[src/rtl/seq_serializer.sv]
// seq_serializer -- upstream stage of the serial sequence detector.
//
// Accepts a parallel word through a valid/ready handshake and shifts it out
// one bit per clock on x. A one-cycle done pulse follows the last bit of each
// frame. While hold is high in SHIFT, the current bit stays on x.
//
// Optional feature: define SEQ_SERIALIZER_PARITY_EN to append an even parity
// bit (XOR of all captured data bits) after the last data bit.
//
// Parameters:
//   WIDTH      data bits per word (2..32)
//   MSB_FIRST  1 = bit WIDTH-1 leaves first, 0 = bit 0 leaves first
//
// Ports:
//   clock       rising-edge clock
//   reset       synchronous, active-high
//   load_valid  load_data is valid this cycle
//   load_data   word to serialize
//   load_ready  block can accept a word (registered)
//   hold        freezes shifting while high (ignored in IDLE)
//   x           serial bit (registered)
//   x_valid     x carries a frame bit (registered)
//   done        one-cycle pulse after the final bit of a frame (registered)
module seq_serializer #(
  parameter int WIDTH     = 8,
  parameter int MSB_FIRST = 1
) (
  input  logic             clock,
  input  logic             reset,
  input  logic             load_valid,
  input  logic [WIDTH-1:0] load_data,
  output logic             load_ready,
  input  logic             hold,
  output logic             x,
  output logic             x_valid,
  output logic             done
);

`ifdef SEQ_SERIALIZER_PARITY_EN
  localparam int FRAME = WIDTH + 1;
`else
  localparam int FRAME = WIDTH;
`endif

  localparam int CW = $clog2(WIDTH + 1);
  localparam logic [CW-1:0] LAST = CW'(FRAME - 1);

  localparam logic IDLE  = 1'b0;
  localparam logic SHIFT = 1'b1;

  logic             state;
  logic [CW-1:0]    count;
  logic [FRAME-1:0] sreg;
  logic [WIDTH-1:0] ordered;
  logic [FRAME-1:0] frame;

  function automatic logic [WIDTH-1:0] reverse_bits(input logic [WIDTH-1:0] v);
    logic [WIDTH-1:0] r;
    r = '0;
    for (int i = 0; i < WIDTH; i++) begin
      r[i] = v[WIDTH-1-i];
    end
    return r;
  endfunction

  // The frame is always arranged so that its MSB leaves first; the shift
  // register then only ever shifts left regardless of bit order.
  always_comb begin
    ordered = (MSB_FIRST != 0) ? load_data : reverse_bits(load_data);
`ifdef SEQ_SERIALIZER_PARITY_EN
    frame = {ordered, ^load_data};
`else
    frame = ordered;
`endif
  end

  // count holds the number of bits still to come after the one on x.
  always_ff @(posedge clock) begin
    if (reset) begin
      state      <= IDLE;
      count      <= '0;
      sreg       <= '0;
      x          <= 1'b0;
      x_valid    <= 1'b0;
      done       <= 1'b0;
      load_ready <= 1'b1;
    end else if (state == IDLE) begin
      done <= 1'b0;
      if (load_valid) begin
        state      <= SHIFT;
        x          <= frame[FRAME-1];
        sreg       <= frame << 1;
        x_valid    <= 1'b1;
        load_ready <= 1'b0;
        count      <= LAST;
      end
    end else if (!hold) begin
      if (count != '0) begin
        x     <= sreg[FRAME-1];
        sreg  <= sreg << 1;
        count <= count - 1'b1;
      end else begin
        state      <= IDLE;
        x          <= 1'b0;
        x_valid    <= 1'b0;
        done       <= 1'b1;
        load_ready <= 1'b1;
      end
    end
  end

endmodule

[config.mk]
export PLATFORM = sky130hd
export DESIGN_NAME = seq_serializer
export DESIGN_NICKNAME = d
export VERILOG_FILES = /design/src/rtl/seq_serializer.sv
export SDC_FILE = /design/constraint.sdc
export NUM_CORES = 1
export LEC_CHECK = 0
export ABC_AREA = 1
export BUFFER_PORTS_ARGS = -buffer_cell sky130_fd_sc_hd__buf_2
export CORE_UTILIZATION = 42
export DETAILED_ROUTE_END_ITERATION = 8
export GPL_TIMING_DRIVEN = 0
export SLEW_MARGIN = 20
export SYNTH_ARGS = -nofsm -noshare
export SYNTH_HDL_FRONTEND = slang
export SYNTH_SLANG_ARGS = --single-unit
export TNS_END_PERCENT = 5
[constraint.sdc]
create_clock -name clock -period 1.3 [get_ports clock]
set_input_delay 0.13 -clock clock [delete_from_list [all_inputs] [get_ports clock]]
set_output_delay 0.13 -clock clock [all_outputs]
set_load 0.1 [all_outputs]
==> qor_table.md, run 1 <==
| Group | Item | This run |
| --- | --- | --- |
| status | Run status | complete, no violations |
| critical path | Setup CP Type | reg -> reg |
| sta | Shortest period the worst path allows | 1.198 ns |
| place | Post-placement cell count | 136 |
| global route | Maximum number of pins on one net before global-route repair | 11 |
| detailed routing | Via density | 4.965 |
| final layout | Fill cell instance count of the final layout | 161 |
| worst hold path | Worst min-delay path class | in -> reg |
| global route | Overflow after GRT | 0 |
| synth | Synthesized-area fraction occupied by and/or/nand/nor cells | 32.15% |
| synth | Synthesized-area fraction occupied by ao, oa, aoi and oai cells | 16.92% |
| critical path | Critical path fanouts, max | 7 |
| power | Switching power | 427.8 uW |
| power | Leakage power | 0.4497 nW |
| final layout | Post-route insts no fill | 142 |
| synth | Cell variety after synth | 16 |
| sta | Max-slew violation count | 0 |
| cts | Worst-skew pair later-pin latency | 0.29 ns |
| cts | Maximum clock path buffer count | 2 |
| synth | Post-synth net total | 118 |
| worst hold path | Worst hold path startpoint | reset |
| critical path | Cell depth of the worst flop-to-flop path | 6 |
| detailed routing | Post-route ant nets | 0 |
| cts | Total number of H-tree levels | 1 |
| global route | Number of global-route vias before repair | 648 |
| sta | Final clock skew | 0.004633 ns |
| detailed routing | Routed len/inst | 11.20 um |
| power | Cell area power density | 1365 nW/um2 |
| critical path | Required time worst endpoint | 1.49 ns |
| final layout | Commonest cells after routing, fill and taps aside | sky130_fd_sc_hd__nand2_1 (24), sky130_fd_sc_hd__nor2_1 (20), sky130_fd_sc_hd__buf_2 (17), sky130_fd_sc_hd__dfxtp_1 (15), sky130_fd_sc_hd__o21ai_0 (10) |
| floorplan | Starting utilization of the core area | 46.90% |
| critical path | Critical Path Start | count[2] |
| cts | Clock-pin slew on the worst setup and hold paths | 0.10 ns |
| final layout | Area added between synthesis and finish | 23.01% |
| critical path | Worst Setup End Kind | register |
| synth | Synth warn | 0 |
| power | Maximum resistive drop on vdd | 0.8460 mV |
| sta | Pin slew with the least headroom to its limit | 0.4887 ns |
| synth | Syn Inst Count | 105 |
| place | GPL Wtd Cong | 0.6965 |
| worst hold path | Number of stages on the worst hold path | 2 |
| job | Reported max-cap violation count | 0 |
| sta | Final period utilization | 92.18% |
| sta | Number of endpoints failing setup at the final stage | 0 |
| sta | Slew margin rel. | 67.65% |
| sta | Max Fclk | 834.5 MHz |
| global route | Number of antenna violations at the first check in global routing | 0 |
| final layout | Seq. cell area | 321.6 um2 |
| detailed routing | Routed wire length | 1590 um |
| cts | Number of buffers inserted during clock tree synthesis | 3 |
| synth | Seq/Total Area, Yosys | 43.32% |
| floorplan | Die Width | 43.96 um |
| critical path | Setup slack of the worst register-to-register path | 0.10 ns |
| final layout | Multi-input logic area | 412.9 um2 |
| floorplan | Site row count | 14 |
| synth | Share of synthesized area spent on multiplexers | 0% |
| synth | Post-synthesis share of cell area spent on xor and xnor gates | 0% |
| power | Relative contribution of the clock network to total power | 26.8% |
| detailed routing | Initial drt markers | 13 |
| cts | Post-CTS setup buffer count | 0 |
| synth | Synthesized area divided by synthesized cell count | 7.042 um2 |
| synth | Combinational family with the most area after synthesis | simple AND/OR/NAND/NOR gates |
| final layout | Share of final-layout standard cells stronger than drive strength 1 | 30.16% |
| floorplan | Area of the core | 1577 um2 |
| cts | TritonCTS clock tree | done |
| synth | Mapped Area | 739.5 um2 |
| floorplan | Area of the die | 1932 um2 |
| sta | Final hold violation count | 0 |
| sta | Setup repair after global routing missed its margin | false |
| sta | Setup TNS Final | 0 ns |
| final layout | Leading cell type in the layout, fill and taps excluded | sky130_fd_sc_hd__nand2_1 |
| critical path | Data arrival time of the worst path | 1.39 ns |
| synth | Count of state elements after synthesis | 16 |
| global route | Global-route wire length before repair | 2677 um |
| detailed routing | Post-detailed-route DRC marker count | 0 |
| power | Part of the power in registers | 45.7% |
| power | Logic pwr share | 27.5% |
| power | Internal power | 814.2 uW |
| detailed routing | DR vias | 705 |
| cts | # clock sinks | 16 |
| critical path | Type of origin of the critical path | register |
| synth | Arithmetic-cell share of the synthesized area counting full adders, half adders and majority gates | 1.692% |
| global route | Overall Global Routing Usage | 19.01% |
| detailed routing | Initial DRT Pass Iterations | 4 |
| critical path | Worst reg2reg startpoint | count[2] |
| final layout | Number of nets in the final layout | 140 |
| place | Count of input and output buffers | 15 |
| floorplan | Number of top-level pins | 16 |
| final layout | Antenna fix cells | 0 |
| cts | Clk Tree Root Cell | sky130_fd_sc_hd__clkbuf_4 |
| power | Switching portion of total power | 34.44% |
| floorplan | Vertical die dimension | 43.96 um |
| place | Half-perimeter wire length after placement | 1069 um |
## cells by family after synthesis
| family | count (synthesis) |
|---|---|
| AND/OR/NAND/NOR | 55 |
| AO/OA/AOI/OAI | 22 |
| flip-flops | 16 |
| buffers and inverters | 11 |
| adder cells (fa/ha/maj) | 1 |
## cell usage after synthesis
cell                       n  share of area [%]
sky130_fd_sc_hd__a21oi_1   8                5.4
sky130_fd_sc_hd__a21oi_2   1                1.2
sky130_fd_sc_hd__or2_2     1               0.85
sky130_fd_sc_hd__inv_2     3                1.5
sky130_fd_sc_hd__buf_2     2                1.4
sky130_fd_sc_hd__nor3_1    1               0.68
sky130_fd_sc_hd__nand2_1  24                 12
sky130_fd_sc_hd__inv_1     6                3.0
sky130_fd_sc_hd__nand2_2   3                2.5
sky130_fd_sc_hd__dfxtp_1  16                 43
sky130_fd_sc_hd__ha_1      1                1.7
sky130_fd_sc_hd__nor2_1   20                 10
sky130_fd_sc_hd__a21oi_4   1                2.2
sky130_fd_sc_hd__nand2_4   2                3.0
sky130_fd_sc_hd__nand3_1   4                2.7
sky130_fd_sc_hd__o21ai_0  12                8.1
## timing repair
action,4_1_cts,5_1_grt
setup endpoints to repair,0,12
resized for setup,0,8
hold buffers,0,0
## flip-flops by register name (all words and copies together), names as in the netlist
| register | count |
|---|---|
| count | 4 |
| done | 1 |
| load_ready | 1 |
| sreg | 7 |
| state | 1 |
| x | 1 |
| x_valid | 1 |
## through the flow
stage / power (mW) / hold slack [ns] / utilization (%) / setup WS, ns / area, um2
CTS: 1.221 / 0.06972 / 55.32 / 0.005106 / 872.1
floorplan: 0.8163 / 0.1917 / - / -0.01558 / 740.7
global placement: 0.8812 / 0.3810 / 53.02 / 0.03126 / 835.8
finish: 1.242 / 0.07259 / 57.70 / 0.1016 / 909.6
global route: 1.325 / 0.06804 / 57.70 / 0.01849 / 909.6
detailed placement: 0.8859 / 0.3833 / 53.02 / 0.02097 / 835.8
## final timing paths
| check | endpoint |
|---|---|
| setup / recovery | sreg[2] |
| hold / removal | sreg[1] |
| hold reg to reg | sreg[1] |
| setup reg to reg | sreg[2] |
## final cells by class
type | count | area share (%)
multi-input cells | 80 | 45.39
clock buffers | 4 | 3.989
plain buffers | 2 | 1.100
repair buffers | 15 | 8.253
flip-flops and latches | 16 | 35.35
well taps | 16 | 2.201
inverters | 9 | 3.714
## metal layers
layer	track usage, %	share of wire (%)
met5	0	0
met4	10.91	1.9
met3	3.750	3.0
met2	29.25	42
met1	24.68	53
## worst max-delay path: stages (launching register included)
cell                      delay [ns]
sky130_fd_sc_hd__dfxtp_1        0.36
sky130_fd_sc_hd__nor2_1         0.19
sky130_fd_sc_hd__nand2_4        0.13
sky130_fd_sc_hd__nand2_4        0.12
sky130_fd_sc_hd__nand2_2        0.09
sky130_fd_sc_hd__o21ai_0        0.17
sky130_fd_sc_hd__nor2_1         0.05
## power by group through the flow
stage,logic (mW),registers (mW),clock network [mW]
finish,0.341,0.568,0.333
global route,0.379,0.575,0.371
CTS,0.310,0.566,0.346
detailed placement,0.309,0.577,0
global placement,0.306,0.575,0
floorplan,0.168,0.648,0
(Power assumes the default switching activity.)
==> inputs of run 2 (changes only) <==
- CTS_BUF_LIST: default -> sky130_fd_sc_hd__clkbuf_4
==> qor_table.md, run 2 (synthesized netlist as in run 1, its figures left out) <==
| Group | Item | This run | Delta |
| --- | --- | --- | --- |
| status | Run status | complete, no violations | unchanged |
| cts | # clock sinks | 16 | unchanged |
| detailed routing | Routed wire length | 1619 um | was 1590 um |
| sta | Setup repair after global routing missed its margin | false | unchanged |
| power | Cell area power density | 1311 nW/um2 | was 1365 nW/um2 |
| power | Part of the power in registers | 48.1% | was 45.7% |
| final layout | Multi-input logic area | 412.9 um2 | unchanged |
| power | Leakage power | 0.4441 nW | was 0.4497 nW |
| sta | Final period utilization | 91.91% | was 92.18% |
| final layout | Largest reg by FF count | sreg | unchanged |
| critical path | Setup CP Type | reg -> reg | unchanged |
| critical path | Crit-path max cell delay | 0.35 ns | was 0.36 ns |
| critical path | Worst Setup End Kind | register | unchanged |
| sta | Final hold violation count | 0 | unchanged |
| job | Reported max-cap violation count | 0 | unchanged |
| critical path | Required time worst endpoint | 1.48 ns | was 1.49 ns |
| final layout | Leading cell type in the layout, fill and taps excluded | sky130_fd_sc_hd__nand2_1 | unchanged |
| floorplan | Starting utilization of the core area | 46.90% | unchanged |
| final layout | Post-route insts no fill | 142 | unchanged |
| critical path | Critical path fanouts, max | 7 | unchanged |
| sta | Max-slew violation count | 0 | unchanged |
| floorplan | Area of the core | 1577 um2 | unchanged |
| critical path | Cell type of the slowest stage on the worst timing path | sky130_fd_sc_hd__dfxtp_1 | unchanged |
| final layout | Number of flip-flops in the largest register | 7 | unchanged |
| final layout | Seq. cell area | 321.6 um2 | unchanged |
| floorplan | Die Width | 43.96 um | unchanged |
| final layout | Top Registers | sreg (7), count (4) | unchanged |
| detailed routing | Post-route ant nets | 0 | unchanged |
| critical path | Critical path buffers and inverters | 0 | unchanged |
| sta | Slew margin rel. | 67.65% | unchanged |
| final layout | Area added between synthesis and finish | 21.66% | was 23.01% |
| worst hold path | Worst min-delay path class | in -> reg | unchanged |
| global route | Global-route wire length before repair | 2649 um | was 2677 um |
| sta | Setup TNS Final | 0 ns | unchanged |
| power | Maximum resistive drop on vdd | 0.7650 mV | was 0.8460 mV |
| place | Post-placement cell count | 136 | unchanged |
| cts | Total number of H-tree levels | 1 | unchanged |
| critical path | Most used cell, CP | sky130_fd_sc_hd__nand2_4 |  |
| final layout | Final Instance Area | 899.6 um2 | was 909.6 um2 |
| power | Internal power | 755.3 uW | was 814.2 uW |
| final layout | Number of nets in the final layout | 140 | unchanged |
| cts | Clk Tree Root Cell | sky130_fd_sc_hd__clkbuf_4 | unchanged |
| final layout | Commonest cells after routing, fill and taps aside | sky130_fd_sc_hd__nand2_1 (24), sky130_fd_sc_hd__nor2_1 (20), sky130_fd_sc_hd__buf_2 (17), sky130_fd_sc_hd__dfxtp_1 (15), sky130_fd_sc_hd__o21ai_0 (9) | was sky130_fd_sc_hd__nand2_1 (24), sky130_fd_sc_hd__nor2_1 (20), sky130_fd_sc_hd__buf_2 (17), sky130_fd_sc_hd__dfxtp_1 (15), sky130_fd_sc_hd__o21ai_0 (10) |
| sta | Number of endpoints failing setup at the final stage | 0 | unchanged |
| final layout | Antenna fix cells | 0 | unchanged |
| sta | Max Fclk | 837.0 MHz | was 834.5 MHz |
| place | Half-perimeter wire length after placement | 1069 um | unchanged |
| global route | Overflow after GRT | 0 | unchanged |
| cts | Maximum clock path buffer count | 2 | unchanged |
| detailed routing | Routed len/inst | 11.40 um | was 11.20 um |
| floorplan | Site row count | 14 | unchanged |
| final layout | Fraction of the core area covered by cells at the end of the flow | 57.06% | was 57.70% |
| global route | Overall Global Routing Usage | 18.92% | was 19.01% |
| power | Switching portion of total power | 35.97% | was 34.44% |
| place | Dpl cell area | 835.8 um2 | unchanged |
| cts | Number of buffers inserted during clock tree synthesis | 3 | unchanged |
| critical path | Critical path's top delay family | simple AND/OR/NAND/NOR gates | unchanged |
| cts | TritonCTS clock tree | done | unchanged |
| sta | Final clock skew | 0.008060 ns | was 0.004633 ns |
| final layout | Share of final-layout standard cells stronger than drive strength 1 | 29.37% | was 30.16% |
| place | Count of input and output buffers | 15 | unchanged |
| final layout | Fill cell instance count of the final layout | 164 | was 161 |
| critical path | Critical Path, Cell by Cell | nor2_1 -> nand2_4 -> nand2_4 -> nand2_4 -> o21ai_0 -> nor2_1 | was nor2_1 -> nand2_4 -> nand2_4 -> nand2_2 -> o21ai_0 -> nor2_1 |
| detailed routing | DR vias | 717 | was 705 |
| power | Logic pwr share | 29.0% | was 27.5% |
| floorplan | Vertical die dimension | 43.96 um | unchanged |
| detailed routing | Post-detailed-route DRC marker count | 0 | unchanged |
| power | Relative contribution of the clock network to total power | 22.9% | was 26.8% |
| global route | Maximum number of pins on one net before global-route repair | 11 | unchanged |
| power | Switching power | 424.3 uW | was 427.8 uW |
| global route | Number of antenna violations at the first check in global routing | 0 | unchanged |
| global route | Number of global-route vias before repair | 645 | was 648 |
| cts | Worst-skew pair later-pin latency | 0.29 ns | about the same |
| critical path | Type of origin of the critical path | register | unchanged |
| detailed routing | Initial drt markers | 7 | was 13 |
| critical path | Data arrival time of the worst path | 1.38 ns | was 1.39 ns |
| floorplan | Area of the die | 1932 um2 | unchanged |
| sta | Shortest period the worst path allows | 1.195 ns | was 1.198 ns |
| floorplan | Number of top-level pins | 16 | unchanged |
| detailed routing | Initial DRT Pass Iterations | 4 | unchanged |
| detailed routing | Via density | 5.049 | was 4.965 |
| place | GPL Wtd Cong | 0.6965 | unchanged |
| cts | Total of hold buffers inserted after clock tree synthesis | 0 | unchanged |
| cts | Clock-pin slew on the worst setup and hold paths | 0.10 ns | about the same |
| cts | Post-CTS setup buffer count | 0 | unchanged |
| sta | Pin slew with the least headroom to its limit | 0.4887 ns | unchanged |
[run 2: layer usage]
metal / share of wire (%) / GRT usage [%] / wire length (um)
met1: 52 / 24.43 / 835
met2: 43 / 29.25 / 695
met3: 3.3 / 3.750 / 53
met4: 2.1 / 10.91 / 34
met5: 0 / 0 / 0
[run 2: cell type report]
class,count,area share (%)
clock buffer,3,2.503
inverter,9,3.755
sequential,16,35.74
multi-input combinational,80,45.90
clock inverter,1,0.4172
buffer,2,1.113
tap,16,2.225
timing repair buffer,15,8.345
[run 2: timing repair]
action | CTS | global route
setup endpoints to repair | 0 | 12
gates resized for setup | 0 | 9
endpoints found under the hold margin | 0 | 0
[run 2: power groups by stage]
stage               clock network (mW)  registers [mW]  logic (mW)
floorplan                            0           0.648       0.168
global placement                     0           0.575       0.306
global route                     0.309           0.575       0.380
detailed placement                   0           0.577       0.309
CTS                              0.282           0.566       0.310
finish                           0.270           0.568       0.342
[run 2: path summary, 6_finish.rpt]
path,from,to,slack [ns],cells after the start
worst max-delay path,count[2],sreg[2],0.11,6
worst min register to register,sreg[1],sreg[1],0.47,2
worst max register to register,count[2],sreg[2],0.11,6
worst min-delay path,reset,x_valid,0.08,2
[run 2: worst reg2reg max path, cell delays in order, from the launching register on]
cell	delay, ns
sky130_fd_sc_hd__dfxtp_1	0.35
sky130_fd_sc_hd__nor2_1	0.19
sky130_fd_sc_hd__nand2_4	0.12
sky130_fd_sc_hd__nand2_4	0.12
sky130_fd_sc_hd__nand2_4	0.08
sky130_fd_sc_hd__o21ai_0	0.17
sky130_fd_sc_hd__nor2_1	0.06
[run 2: through the flow]
step	hold slack, ns	power [mW]	setup slack [ns]
4_1_cts	0.07210	1.158	0.005106
6_report	0.08141	1.180	0.1052
3_5_place_dp	0.3833	0.8859	0.02097
5_1_grt	0.07146	1.265	0.02956
2_1_floorplan	0.1917	0.8163	-0.01558
3_3_place_gp	0.3810	0.8812	0.03126
==> inputs of run 3 (changes only) <==
- ABC_AREA: 1 -> default
- CORE_MARGIN: default -> 2
==> qor_table.md, run 3 <==
| Group | Item | This run | Delta |
| --- | --- | --- | --- |
| status | Run status | finished with violations | was complete, no violations |
| status | Failing checks | negative setup slack |  |
| place | Count of input and output buffers | 14 | was 15 |
| sta | Number of endpoints failing setup at the final stage | 15 | was 0 |
| global route | Maximum number of pins on one net before global-route repair | 11 | unchanged |
| sta | Final period utilization | 120.2% | was 91.91% |
| power | Leakage power | 0.3840 nW | was 0.4441 nW |
| critical path | Worst Setup End Kind | register | unchanged |
| critical path | Data arrival time of the worst path | 1.73 ns | was 1.38 ns |
| critical path | Most used cell, CP | sky130_fd_sc_hd__a211oi_2 | was sky130_fd_sc_hd__nand2_4 |
| sta | Final hold violation count | 0 | unchanged |
| synth | Most area-hungry cell type in the Yosys netlist | sky130_fd_sc_hd__dfxtp_1 | unchanged |
| sta | Pin slew with the least headroom to its limit | 0.5076 ns | was 0.4887 ns |
| synth | Seq/Total Area, Yosys | 43.69% | was 43.32% |
| synth | Mapped Area | 733.2 um2 | was 739.5 um2 |
| place | Half-perimeter wire length after placement | 1143 um | was 1069 um |
| critical path | Required time worst endpoint | 1.46 ns | was 1.48 ns |
| sta | Slew margin rel. | 66.16% | was 67.65% |
| place | Dpl cell area | 869.6 um2 | was 835.8 um2 |
| detailed routing | Initial DRT Pass Iterations | 4 | unchanged |
| synth | Syn Inst Count | 77 | was 105 |
| synth | Biggest area contributors in the synthesized netlist | sky130_fd_sc_hd__dfxtp_1 (44%), sky130_fd_sc_hd__a211oi_1 (15%), sky130_fd_sc_hd__mux2i_1 (8.2%) | was sky130_fd_sc_hd__dfxtp_1 (43%), sky130_fd_sc_hd__nand2_1 (12%), sky130_fd_sc_hd__nor2_1 (10%) |
| synth | Most common cell in the synthesized netlist | sky130_fd_sc_hd__dfxtp_1 | was sky130_fd_sc_hd__nand2_1 |
| place | GPL Wtd Cong | 0.7940 | was 0.6965 |
| sta | Max Fclk | 640.1 MHz | was 837.0 MHz |
| detailed routing | Post-detailed-route DRC marker count | 0 | unchanged |
| critical path | Cell type of the slowest stage on the worst timing path | sky130_fd_sc_hd__or3b_4 | was sky130_fd_sc_hd__dfxtp_1 |
| job | Reported max-cap violation count | 0 | unchanged |
| final layout | Share of final-layout standard cells stronger than drive strength 1 | 43.30% | was 29.37% |
| synth | Area fraction of the dominant cell type after synthesis | 43.69% | was 43.32% |
| final layout | Number of nets in the final layout | 111 | was 140 |
| sta | Final clock skew | 0.001125 ns | was 0.008060 ns |
| synth | Cell variety after synth | 25 | was 16 |
| synth | Share of synthesized area spent on multiplexers | 8.191% | was 0% |
| floorplan | Vertical die dimension | 45.78 um | was 43.96 um |
| detailed routing | Routed wire length | 1663 um | was 1619 um |
| power | Maximum resistive drop on vdd | 0.7452 mV | was 0.7650 mV |
| sta | Setup TNS Final | -2.716 ns | was 0 ns |
| synth | Most instantiated cells after synthesis | sky130_fd_sc_hd__dfxtp_1 (16), sky130_fd_sc_hd__a211oi_1 (15), sky130_fd_sc_hd__mux2i_1 (6) | was sky130_fd_sc_hd__nand2_1 (24), sky130_fd_sc_hd__nor2_1 (20), sky130_fd_sc_hd__dfxtp_1 (16) |
| cts | # clock sinks | 16 | unchanged |
| global route | Overflow after GRT | 0 | unchanged |
| synth | Synthesized-area fraction occupied by ao, oa, aoi and oai cells | 26.28% | was 16.92% |
| synth | Arithmetic-cell share of the synthesized area counting full adders, half adders and majority gates | 1.706% | was 1.692% |
| final layout | Post-route insts no fill | 114 | was 142 |
| critical path | Critical path fanouts, max | 5 | was 7 |
| synth | Number of enable flip-flop cells after synthesis | 0 | unchanged |
| floorplan | Site row count | 15 | was 14 |
| floorplan | Die Width | 45.78 um | was 43.96 um |
| floorplan | Area of the core | 1689 um2 | was 1577 um2 |
| floorplan | Starting utilization of the core area | 43.41% | was 46.90% |
| cts | TritonCTS clock tree | done | unchanged |
| global route | Overall Global Routing Usage | 18.06% | was 18.92% |
| final layout | Number of flip-flops in the largest register | 7 | unchanged |
| synth | Post-synth net total | 90 | was 118 |
| detailed routing | Initial drt markers | 6 | was 7 |
| sta | Setup repair after global routing missed its margin | true | was false |
| final layout | Antenna fix cells | 0 | unchanged |
| synth | Dominant register cell in the synthesized netlist | sky130_fd_sc_hd__dfxtp_1 | unchanged |
| place | Worst setup slack before clock tree synthesis | -0.3128 ns | was 0.02097 ns |
| synth | Combinational family with the most area after synthesis | compound AO/OA/AOI/OAI gates | was simple AND/OR/NAND/NOR gates |
| cts | Worst-skew pair later-pin latency | 0.29 ns | about the same |
| synth | Synthesized area divided by synthesized cell count | 9.522 um2 | was 7.042 um2 |
| worst hold path | Worst min-delay path class | in -> reg | unchanged |
| final layout | Commonest cells after routing, fill and taps aside | sky130_fd_sc_hd__buf_2 (15), sky130_fd_sc_hd__dfxtp_1 (13), sky130_fd_sc_hd__a211oi_2 (8), sky130_fd_sc_hd__a211oi_1 (7), sky130_fd_sc_hd__mux2i_1 (6) | was sky130_fd_sc_hd__nand2_1 (24), sky130_fd_sc_hd__nor2_1 (20), sky130_fd_sc_hd__buf_2 (17), sky130_fd_sc_hd__dfxtp_1 (15), sky130_fd_sc_hd__o21ai_0 (9) |
| synth | Synth warn | 0 | unchanged |
| final layout | Leading cell type in the layout, fill and taps excluded | sky130_fd_sc_hd__buf_2 | was sky130_fd_sc_hd__nand2_1 |
| critical path | Critical path's top delay family | simple AND/OR/NAND/NOR gates | unchanged |
| global route | Global-route wire length before repair | 2760 um | was 2649 um |
| synth | Post-synthesis share of cell area spent on xor and xnor gates | 0% | unchanged |
| floorplan | Area of the die | 2096 um2 | was 1932 um2 |
| final layout | Largest reg by FF count | sreg | unchanged |
| sta | Final worst slack | -0.2622 ns | was 0.1052 ns |
| detailed routing | Via density | 5.974 | was 5.049 |
| synth | Share of flip-flops with an asynchronous set or reset after synthesis | 0% | unchanged |
| power | Total power of the final layout | 1.232 mW | was 1.180 mW |
| critical path | Crit-path max cell delay | 0.43 ns | was 0.35 ns |
| cts | Number of buffers inserted during clock tree synthesis | 3 | unchanged |
| final layout | Area added between synthesis and finish | 33.45% | was 21.66% |
| critical path | Type of origin of the critical path | register | unchanged |
| detailed routing | DR vias | 681 | was 717 |
| critical path | Critical Path, Cell by Cell | inv_1 -> ha_4 -> or3b_4 -> clkbuf_16 -> a211oi_2 -> a211oi_2 | was nor2_1 -> nand2_4 -> nand2_4 -> nand2_4 -> o21ai_0 -> nor2_1 |
| synth | Synthesized-area fraction occupied by and/or/nand/nor cells | 15.53% | was 32.15% |
| final layout | Top Registers | sreg (7), count (4) | unchanged |
| critical path | Critical path buffers and inverters | 2 | was 0 |
| cts | Clock-pin slew on the worst setup and hold paths | 0.10 ns | about the same |
| detailed routing | Post-route ant nets | 0 | unchanged |
| floorplan | Number of top-level pins | 16 | unchanged |
| final layout | Fraction of the core area covered by cells at the end of the flow | 57.93% | was 57.06% |
| critical path | Setup CP Type | reg -> reg | unchanged |
| global route | Number of global-route vias before repair | 656 | was 645 |
| detailed routing | Routed len/inst | 14.59 um | was 11.40 um |
| global route | Number of antenna violations at the first check in global routing | 0 | unchanged |
| power | Cell area power density | 1259 nW/um2 | was 1311 nW/um2 |
| cts | Maximum clock path buffer count | 2 | unchanged |
| sta | Shortest period the worst path allows | 1.562 ns | was 1.195 ns |
| cts | Total number of H-tree levels | 1 | unchanged |
| synth | Count of state elements after synthesis | 16 | unchanged |
| place | Post-placement cell count | 108 | was 136 |
| cts | Clk Tree Root Cell | sky130_fd_sc_hd__clkbuf_4 | unchanged |
| sta | Max-slew violation count | 0 | unchanged |
| sta | Tightest hold margin | 0.08687 ns | was 0.08141 ns |
| final layout | Final Instance Area | 978.4 um2 | was 899.6 um2 |
[run 3: layout make-up]
| type | instances | area [um2] |
|---|---|---|
| clock inverter | 1 | 3.754 |
| buffer | 6 | 50.05 |
| clock buffer | 3 | 22.52 |
| fill | 152 | 710.7 |
| inverter | 3 | 11.26 |
| timing repair buffer | 16 | 91.34 |
| sequential | 16 | 324.1 |
| multi-input combinational | 52 | 454.2 |
| tap | 17 | 21.27 |
[run 3: worst min-delay path, stage by stage]
cell and delay, ns:
sky130_fd_sc_hd__buf_2 0.08, sky130_fd_sc_hd__nand3b_1 0.07, sky130_fd_sc_hd__o21ai_1 0.07
[run 3: logic make-up (layout without fill, tap and decap cells)]
logic type	after synthesis	in the layout
simple gates	18	18
buf+inv	9	29
compound gates	27	27
fa+ha+maj	1	1
mux	6	6
flops	16	16
[run 3: timing repair]
item / 4_1_cts / 5_1_grt
gates resized for setup: 16 / 4
hold buffers: 0 / 0
gates cloned: 1 / 0
setup endpoints to repair: 16 / 16
setup buffers: 1 / 0
pin swaps: 1 / 0
[run 3: metal layers]
metal	GRT usage, %	part of all wire, %
met1	23.10	49
met2	31.55	46
met3	2.381	3.5
met4	5.143	1.2
met5	0	0
[run 3: worst paths after layout]
check / from / end / slack (ns) / cells after the start
worst min-delay path: load_data[0] / sreg[1] / 0.09 / 3
worst max-delay path: count[0] / sreg[6] / -0.26 / 6
worst max register to register: count[0] / sreg[6] / -0.26 / 6
worst min register to register: load_ready / load_ready / 0.47 / 1
[run 3: where the power goes]
| part | internal [mW] | switching, mW | total [mW] |
|---|---|---|---|
| clock | 0.112 | 0.168 | 0.279 |
| sequential | 0.539 | 0.0323 | 0.571 |
| combinational | 0.163 | 0.218 | 0.382 |
| total | 0.814 | 0.418 | 1.23 |
